===== config.mk =====
export PLATFORM = sky130hd
export DESIGN_NAME = snake_engine
export DESIGN_NICKNAME = d
export VERILOG_FILES = /design/src/rtl/snake_pkg.sv /design/src/rtl/snake_cell_hit.sv /design/src/rtl/snake_engine.sv
export SDC_FILE = /design/constraint.sdc
export NUM_CORES = 2
export LEC_CHECK = 0
export CELL_PAD_IN_SITES_DETAIL_PLACEMENT = 1
export CELL_PAD_IN_SITES_GLOBAL_PLACEMENT = 1
export CORE_MARGIN = 4
export CORE_UTILIZATION = 46
export DETAILED_ROUTE_END_ITERATION = 10
export GPL_TIMING_DRIVEN = 0
export PLACE_DENSITY_LB_ADDON = 0.1
export SETUP_SLACK_MARGIN = 0.05
export SLEW_MARGIN = 40
export SYNTH_ARGS = -nofsm -noshare
export SYNTH_HDL_FRONTEND = slang
export SYNTH_SLANG_ARGS = --single-unit

===== constraint.sdc =====
create_clock -name clk -period 8 [get_ports clk]
set_clock_uncertainty 0.1 [all_clocks]
set_input_delay 1.6 -clock clk [delete_from_list [all_inputs] [get_ports clk]]
set_output_delay 1.6 -clock clk [all_outputs]
set_load 0.01 [all_outputs]

===== src/rtl/snake_pkg.sv =====
// Shared codes for the snake engine: direction and game-state encodings,
// plus the reverse-direction helper used by the direction filter.
package snake_pkg;

    typedef enum logic [2:0] {
        DIR_IDLE  = 3'd0,
        DIR_UP    = 3'd1,
        DIR_DOWN  = 3'd2,
        DIR_LEFT  = 3'd3,
        DIR_RIGHT = 3'd4
    } dir_e;

    localparam logic [1:0] GS_PLAY      = 2'b01;
    localparam logic [1:0] GS_GAME_OVER = 2'b11;

    function automatic dir_e opposite(input dir_e d);
        case (d)
            DIR_UP:    return DIR_DOWN;
            DIR_DOWN:  return DIR_UP;
            DIR_LEFT:  return DIR_RIGHT;
            DIR_RIGHT: return DIR_LEFT;
            default:   return DIR_IDLE;
        endcase
    endfunction

endpackage


===== src/rtl/snake_cell_hit.sv =====
// Combinational test of whether (x_pos, y_pos) lies inside the CELL x CELL box
// whose top-left corner is (cell_x, cell_y).
module snake_cell_hit #(
    parameter int BIT  = 10,
    parameter int CELL = 5
) (
    input  logic [BIT-1:0] cell_x,
    input  logic [BIT-1:0] cell_y,
    input  logic [BIT-1:0] x_pos,
    input  logic [BIT-1:0] y_pos,
    output logic           hit
);

    localparam logic [BIT:0] CELL_EXT = (BIT+1)'(CELL);

    // Far edges carry an extra bit so a cell at the top of the range cannot wrap.
    logic [BIT:0] x_end, y_end;

    assign x_end = {1'b0, cell_x} + CELL_EXT;
    assign y_end = {1'b0, cell_y} + CELL_EXT;

    assign hit = (x_pos >= cell_x) && ({1'b0, x_pos} < x_end) &&
                 (y_pos >= cell_y) && ({1'b0, y_pos} < y_end);

endmodule


===== src/rtl/snake_engine.sv =====
// Snake body engine: head plus shift-register body, tick-driven movement,
// growth, wall/self collision pulses and per-pixel head/body flags.
module snake_engine
    import snake_pkg::*;
#(
    parameter int         BIT       = 10,
    parameter int         CELL      = 5,
    parameter int         MAX_LEN   = 16,
    parameter int         INIT_LEN  = 3,
    parameter int         X_START   = 320,
    parameter int         Y_START   = 240,
    parameter int         X_MAX     = 640,
    parameter int         Y_MAX     = 480,
    parameter logic [2:0] SNAKE_RGB = 3'b010
) (
    input  logic                         clk,
    input  logic                         reset,
    input  logic                         update,
    input  logic [2:0]                   direction,
    input  logic [1:0]                   game_state,
    input  logic                         grow,
    input  logic [BIT-1:0]               x_pos,
    input  logic [BIT-1:0]               y_pos,
    output logic [BIT-1:0]               head_x,
    output logic [BIT-1:0]               head_y,
    output logic [$clog2(MAX_LEN+1)-1:0] length,
    output logic                         snake_head_active,
    output logic                         snake_body_active,
    output logic                         wall_hit,
    output logic                         self_hit,
    output logic [2:0]                   rgb
);

    localparam int             LW     = $clog2(MAX_LEN+1);
    localparam logic [BIT-1:0] CELL_B = BIT'(CELL);
    localparam logic [BIT-1:0] X_LAST = BIT'(X_MAX - CELL);
    localparam logic [BIT-1:0] Y_LAST = BIT'(Y_MAX - CELL);

    logic [BIT-1:0]              head_x_q, head_x_d, head_y_q, head_y_d;
    logic [MAX_LEN-1:0][BIT-1:0] body_x_q, body_x_d, body_y_q, body_y_d;
    logic [LW-1:0]               len_q, len_d;
    dir_e                        dir_q, dir_d, dir_f;
    logic                        grow_pend_q, grow_pend_d;
    logic                        wall_hit_q, wall_hit_d, self_hit_q, self_hit_d;

    logic [BIT-1:0]     cand_x, cand_y;
    logic               wall, grow_now, grow_ok, move, restart, head_pix;
    logic [MAX_LEN-1:0] body_act, body_pix, self_cmp, self_vec;

    // Filtered direction, candidate head and wall test all use this clock's filter result.
    always_comb begin
        dir_f = dir_q;
        if (direction inside {DIR_UP, DIR_DOWN, DIR_LEFT, DIR_RIGHT} &&
            !(dir_q != DIR_IDLE && direction == opposite(dir_q)))
            dir_f = dir_e'(direction);
        grow_now = grow_pend_q | grow;
        grow_ok  = grow_now && (int'(len_q) < MAX_LEN);
        move     = update && (game_state == GS_PLAY) && (dir_f != DIR_IDLE);
        restart  = reset || (game_state == GS_GAME_OVER);
        cand_x   = head_x_q;
        cand_y   = head_y_q;
        wall     = 1'b0;
        case (dir_f)
            DIR_UP:    begin cand_y = head_y_q - CELL_B; wall = head_y_q < CELL_B;  end
            DIR_DOWN:  begin cand_y = head_y_q + CELL_B; wall = head_y_q >= Y_LAST; end
            DIR_LEFT:  begin cand_x = head_x_q - CELL_B; wall = head_x_q < CELL_B;  end
            DIR_RIGHT: begin cand_x = head_x_q + CELL_B; wall = head_x_q >= X_LAST; end
            default: ;
        endcase
    end

    // The tail cell is free to enter unless this move also grows the snake.
    always_comb begin
        for (int i = 0; i < MAX_LEN; i++) begin
            body_act[i] = i < int'(len_q);
            self_vec[i] = body_act[i] && self_cmp[i] &&
                          !((i == int'(len_q) - 1) && !grow_ok);
        end
    end

    always_comb begin
        head_x_d    = head_x_q;
        head_y_d    = head_y_q;
        body_x_d    = body_x_q;
        body_y_d    = body_y_q;
        len_d       = len_q;
        dir_d       = dir_f;
        grow_pend_d = grow_now;
        wall_hit_d  = 1'b0;
        self_hit_d  = 1'b0;
        if (move) begin
            if (wall) begin
                wall_hit_d = 1'b1;
            end else if (|self_vec) begin
                self_hit_d = 1'b1;
            end else begin
                head_x_d    = cand_x;
                head_y_d    = cand_y;
                body_x_d    = {body_x_q[MAX_LEN-2:0], head_x_q};
                body_y_d    = {body_y_q[MAX_LEN-2:0], head_y_q};
                grow_pend_d = 1'b0;
                if (grow_ok)
                    len_d = len_q + LW'(1);
            end
        end
        if (restart) begin
            head_x_d = BIT'(X_START);
            head_y_d = BIT'(Y_START);
            for (int i = 0; i < MAX_LEN; i++) begin
                body_x_d[i] = BIT'(X_START - (i + 1) * CELL);
                body_y_d[i] = BIT'(Y_START);
            end
            len_d       = LW'(INIT_LEN);
            dir_d       = DIR_IDLE;
            grow_pend_d = 1'b0;
            wall_hit_d  = 1'b0;
            self_hit_d  = 1'b0;
        end
    end

    always_ff @(posedge clk) begin
        head_x_q    <= head_x_d;
        head_y_q    <= head_y_d;
        body_x_q    <= body_x_d;
        body_y_q    <= body_y_d;
        len_q       <= len_d;
        dir_q       <= dir_d;
        grow_pend_q <= grow_pend_d;
        wall_hit_q  <= wall_hit_d;
        self_hit_q  <= self_hit_d;
    end

    snake_cell_hit #(.BIT(BIT), .CELL(CELL)) u_head_hit (
        .cell_x(head_x_q), .cell_y(head_y_q), .x_pos(x_pos), .y_pos(y_pos), .hit(head_pix)
    );

    // Cells are CELL-aligned, so "candidate inside body cell" is an exact equality test.
    for (genvar i = 0; i < MAX_LEN; i++) begin : g_body
        snake_cell_hit #(.BIT(BIT), .CELL(CELL)) u_pix_hit (
            .cell_x(body_x_q[i]), .cell_y(body_y_q[i]), .x_pos(x_pos), .y_pos(y_pos),
            .hit(body_pix[i])
        );
        snake_cell_hit #(.BIT(BIT), .CELL(CELL)) u_self_hit (
            .cell_x(body_x_q[i]), .cell_y(body_y_q[i]), .x_pos(cand_x), .y_pos(cand_y),
            .hit(self_cmp[i])
        );
    end

    assign head_x            = head_x_q;
    assign head_y            = head_y_q;
    assign length            = len_q;
    assign snake_head_active = head_pix;
    assign snake_body_active = |(body_pix & body_act);
    assign wall_hit          = wall_hit_q;
    assign self_hit          = self_hit_q;
    assign rgb               = SNAKE_RGB;

endmodule


==> metrics.md <==
| Metric | Value |
|---|---|
| Multi-input gate area | between 30000 and 40000 sq um |
| Vias | 44.5k |
| Post-synth EDFFs | 0 |
| Cell Int Power | roughly 4300 uW |
| Setup violators final | 0 |
| CP required | 8370 ps |
| Reg power frac | 26.9% |
| # port buffers | between 50 and 60 |
| RSZ-0062 raised after global routing | no |
| CORE AREA | between 90000 and 100000 sq um |
| Initial core utilization | between 40% and 50% |
| Crit path kind | in -> reg |
| Synth unique cells | between 70 and 80 |
| Largest net degree at the start of global routing | 25 |
| Max_slew headroom | between 30% and 40% |
| Synthesized area per cell | between 8 and 9 sq um |
| Aggregate global routing overflow | 0 |
| Max-Cap Viols | 0 |
| First-pass GRT wire length | 278000 um |
| Placed cell areas | slightly below 50000 sq um |
| Slowest stage delay, CP | around 590 ps |
| Worst flop-to-flop path endpoint | body_y_q[159] |
| Crit share post-route | 97.3% |
| Synth area leaders | ha_1 (37%), dfxtp_1 (15%), xnor2_1 (4.7%), a21oi_1 (3.6%), o21ai_0 (3.4%) |
| Worst path slowest cell | or4_4 |
| Max clock buf depth | 3 |
| Antenna violations before repair | 5 |
| CTS clock-pin slew for the worst setup and hold paths | about 60 ps |
| Tot GR Track Use | about a third |
| Post-layout instance area | ~52000 sq um |
| Register bit total from synthesis | 351 |
| Final WL | roughly 180000 um |
| Htree depth | 2 |
| Post-route setup TNS | 0 ps |
| Switching Share | about 40% |
| Core Rows | approximately 120 |
| Fraction of registers with async set/reset | 0% |
| Lkg Pwr | 0.0231 uW |
| Flop2flop setup slack | 910 ps |
| Worst Setup End Kind | flop |
| CTS Buf Count | 49 |
| Crit start category | input port |
| Hpwl dp | 147000 um |
| Critical register-to-register path startpoint | dir_q[1] |
| Pre-Repair DR Iteration Count | 5 |
| Yosys top cell area share | 37.2% |
| Final Hold Viols | 0 |
| Worst setup margin | between 200 and 250 ps |
| Vias in the first global route | about 46k |
| Status | finished clean |
| Worst vdd ir | roughly 0.00016 V |
| DRC | 0 |
| Commonest register cell after synthesis | dfxtp_1 |
| Worst Max-Slew Pin Slew | 916 ps |
| Routed Antenna Nets | 0 |
| Minimum clock period | between 7000 and 8000 ps |
| Worst-path maximum fanout | 10 |
| Cell mode on critical path | buf_2 |
| Clock network fraction of design power | about a third |
| Storage element area | roughly 7000 sq um |
| Post-synthesis cell area | 45900 sq um |
| DIE AREA | roughly 100000 sq um |
| Final slew viol count | 0 |
| Hold path start | body_x_q[17] |
| Syn-to-layout area delta | 12.6% |
| GPL Wtd Cong | about 0.94 |
| Hold Slack | about 380 ps |
| Hold depth | 2 |
| R2R cell count | 29 |
| P_sw | 2720 uW |
| Clock root buffer | clkbuf_16 |
| Min-delay worst type | reg -> reg |
| Mapped Cells | about 5.4k |
| Die H | about 320 um |
| Syn. warnings | 0 |
| Post-layout nets | between 7k and 8k |
| Filler Cells Inserted | roughly 12k |
| Die Width | around 320 um |
| Critical path arrival | a little over 8000 ps |
| Mean number of vias per cell | ~6.4 |
| Pre-CTS WS | -1890 ps |
| IO Pins | 61 |
| Max Clk Rate | about 130 MHz |
| Area leader, netlist | ha_1 |
| Combinational share of power | between 30% and 40% |
| Share of cells above drive strength 1 | 7.08% |
| Iteration-0 DRC count of the detailed router | around 2.7k |
| Hold Path End | body_x_q[27] |
| Clk sink count | 351 |
| Clk Latency, worst-skew pair | ~630 ps |
| Core Util, Final | between 50% and 60% |
| CTS tree | done |
| Register area share after synthesis | between 10% and 20% |
| Power Density | 135 nW/um^2 |
| DR WL/cell | approximately 26 um |
state kept, by name, indices dropped and copies added (netlist names):
signal	count
body_x_q	160
body_y_q	160
dir_q	3
grow_pend_q	1
head_x	10
head_y	10
length	5
self_hit	1
wall_hit	1
final cells by class:
cell class                      count  area share [%]
Multi-Input combinational cell   4489            71.4
Buffer                            179            2.17
Timing Repair Buffer              179            3.46
Tap cell                         1287            3.12
Clock inverter                     19           0.487
Inverter                          412            3.01
Antenna cell                        2         0.00969
Clock buffer                       67            2.78
Sequential cell                   351            13.6
metal layers:
metal	global-route usage (%)	wire, um
met1	44.5	81100
met4	13.3	7830
met3	5.23	11200
met2	57.3	84000
met5	0	13
worst max path at each step:
stage | cells after the start | start | to
detailed placement | 26 | direction[1] | body_y_q[2]
finish | 29 | direction[2] | body_y_q[159]
floorplan | 24 | direction[2] | head_x[9]
global route | 16 | y_pos[0] | snake_body_active
CTS | 16 | y_pos[0] | snake_body_active
global placement | 22 | direction[1] | body_y_q[2]
kinds of logic (layout without fill, tap and decap cells):
logic type	count (synthesis)	in the layout	synth area share, %
and+or+nand+nor	1186	1186	12.6
muxes	3	3	0.0682
adders and majority gates	1362	1362	37.2
DFF	351	351	15.3
other	2	5	0.0164
AOI/OAI and AO/OA	1654	1654	24.1
buffers and inverters	591	856	5.31
xor gates and xnor gates	281	281	5.37
cell usage after synthesis (34+ instances only):
| cell type | count |
|---|---|
| a2111oi_0 | 44 |
| a211oi_1 | 67 |
| a21o_1 | 94 |
| a21oi_1 | 329 |
| buf_2 | 49 |
| clkbuf_1 | 88 |
| dfxtp_1 | 351 |
| ha_1 | 1362 |
| inv_1 | 409 |
| nand2_1 | 322 |
| nand2b_1 | 45 |
| nand3_1 | 285 |
| nand4_1 | 39 |
| nor2_1 | 170 |
| nor2b_1 | 83 |
| nor3_1 | 103 |
| nor4_1 | 43 |
| o2111ai_1 | 75 |
| o211ai_1 | 202 |
| o21a_1 | 141 |
| o21ai_0 | 315 |
| o31ai_1 | 201 |
| xnor2_1 | 247 |
| xor2_1 | 34 |
through the flow:
step                total power [uW]  cells
finish                          6980   6985
global route                    7340   6983
CTS                             6910   6980
detailed placement              4460   6887
global placement                4250   6774
floorplan                       3420   5431
critical path, delay by kind of cell:
kind | cells | cell delay, ps
AO/OA/AOI/OAI | 10 | 1700
buffers and inverters | 12 | 2280
AND/OR/NAND/NOR | 6 | 2210
adder cells (fa/ha/maj) | 1 | 290
timing repair:
item,CTS,global route
gates resized for setup,54,73
endpoints found under the setup margin,347,345
hold buffers,0,0
cloned,0,1
setup buffers,7,1
hold endpoints to repair,0,0
pin swaps,6,6
power groups by stage:
stage | logic, uW | registers (uW) | clock network (uW)
final | 2690 | 1880 | 2410
after global routing | 2960 | 1880 | 2500
after CTS | 2600 | 1880 | 2430
after detailed placement | 2540 | 1910 | 0
after global placement | 2330 | 1910 | 0
after floorplan | 1530 | 1890 | 0
placed cells by master (no fill, tap or decap), types with 141 or more instances in the layout:
master,Yosys,final
ha_1,1362,1362
inv_1,409,407
dfxtp_1,351,351
a21oi_1,329,326
nand2_1,322,320
o21ai_0,315,302
nand3_1,285,280
xnor2_1,247,239
o211ai_1,202,202
o31ai_1,201,199
nor2_1,170,170
o21a_1,141,141
Note: power is estimated with default switching activity, not from simulation.
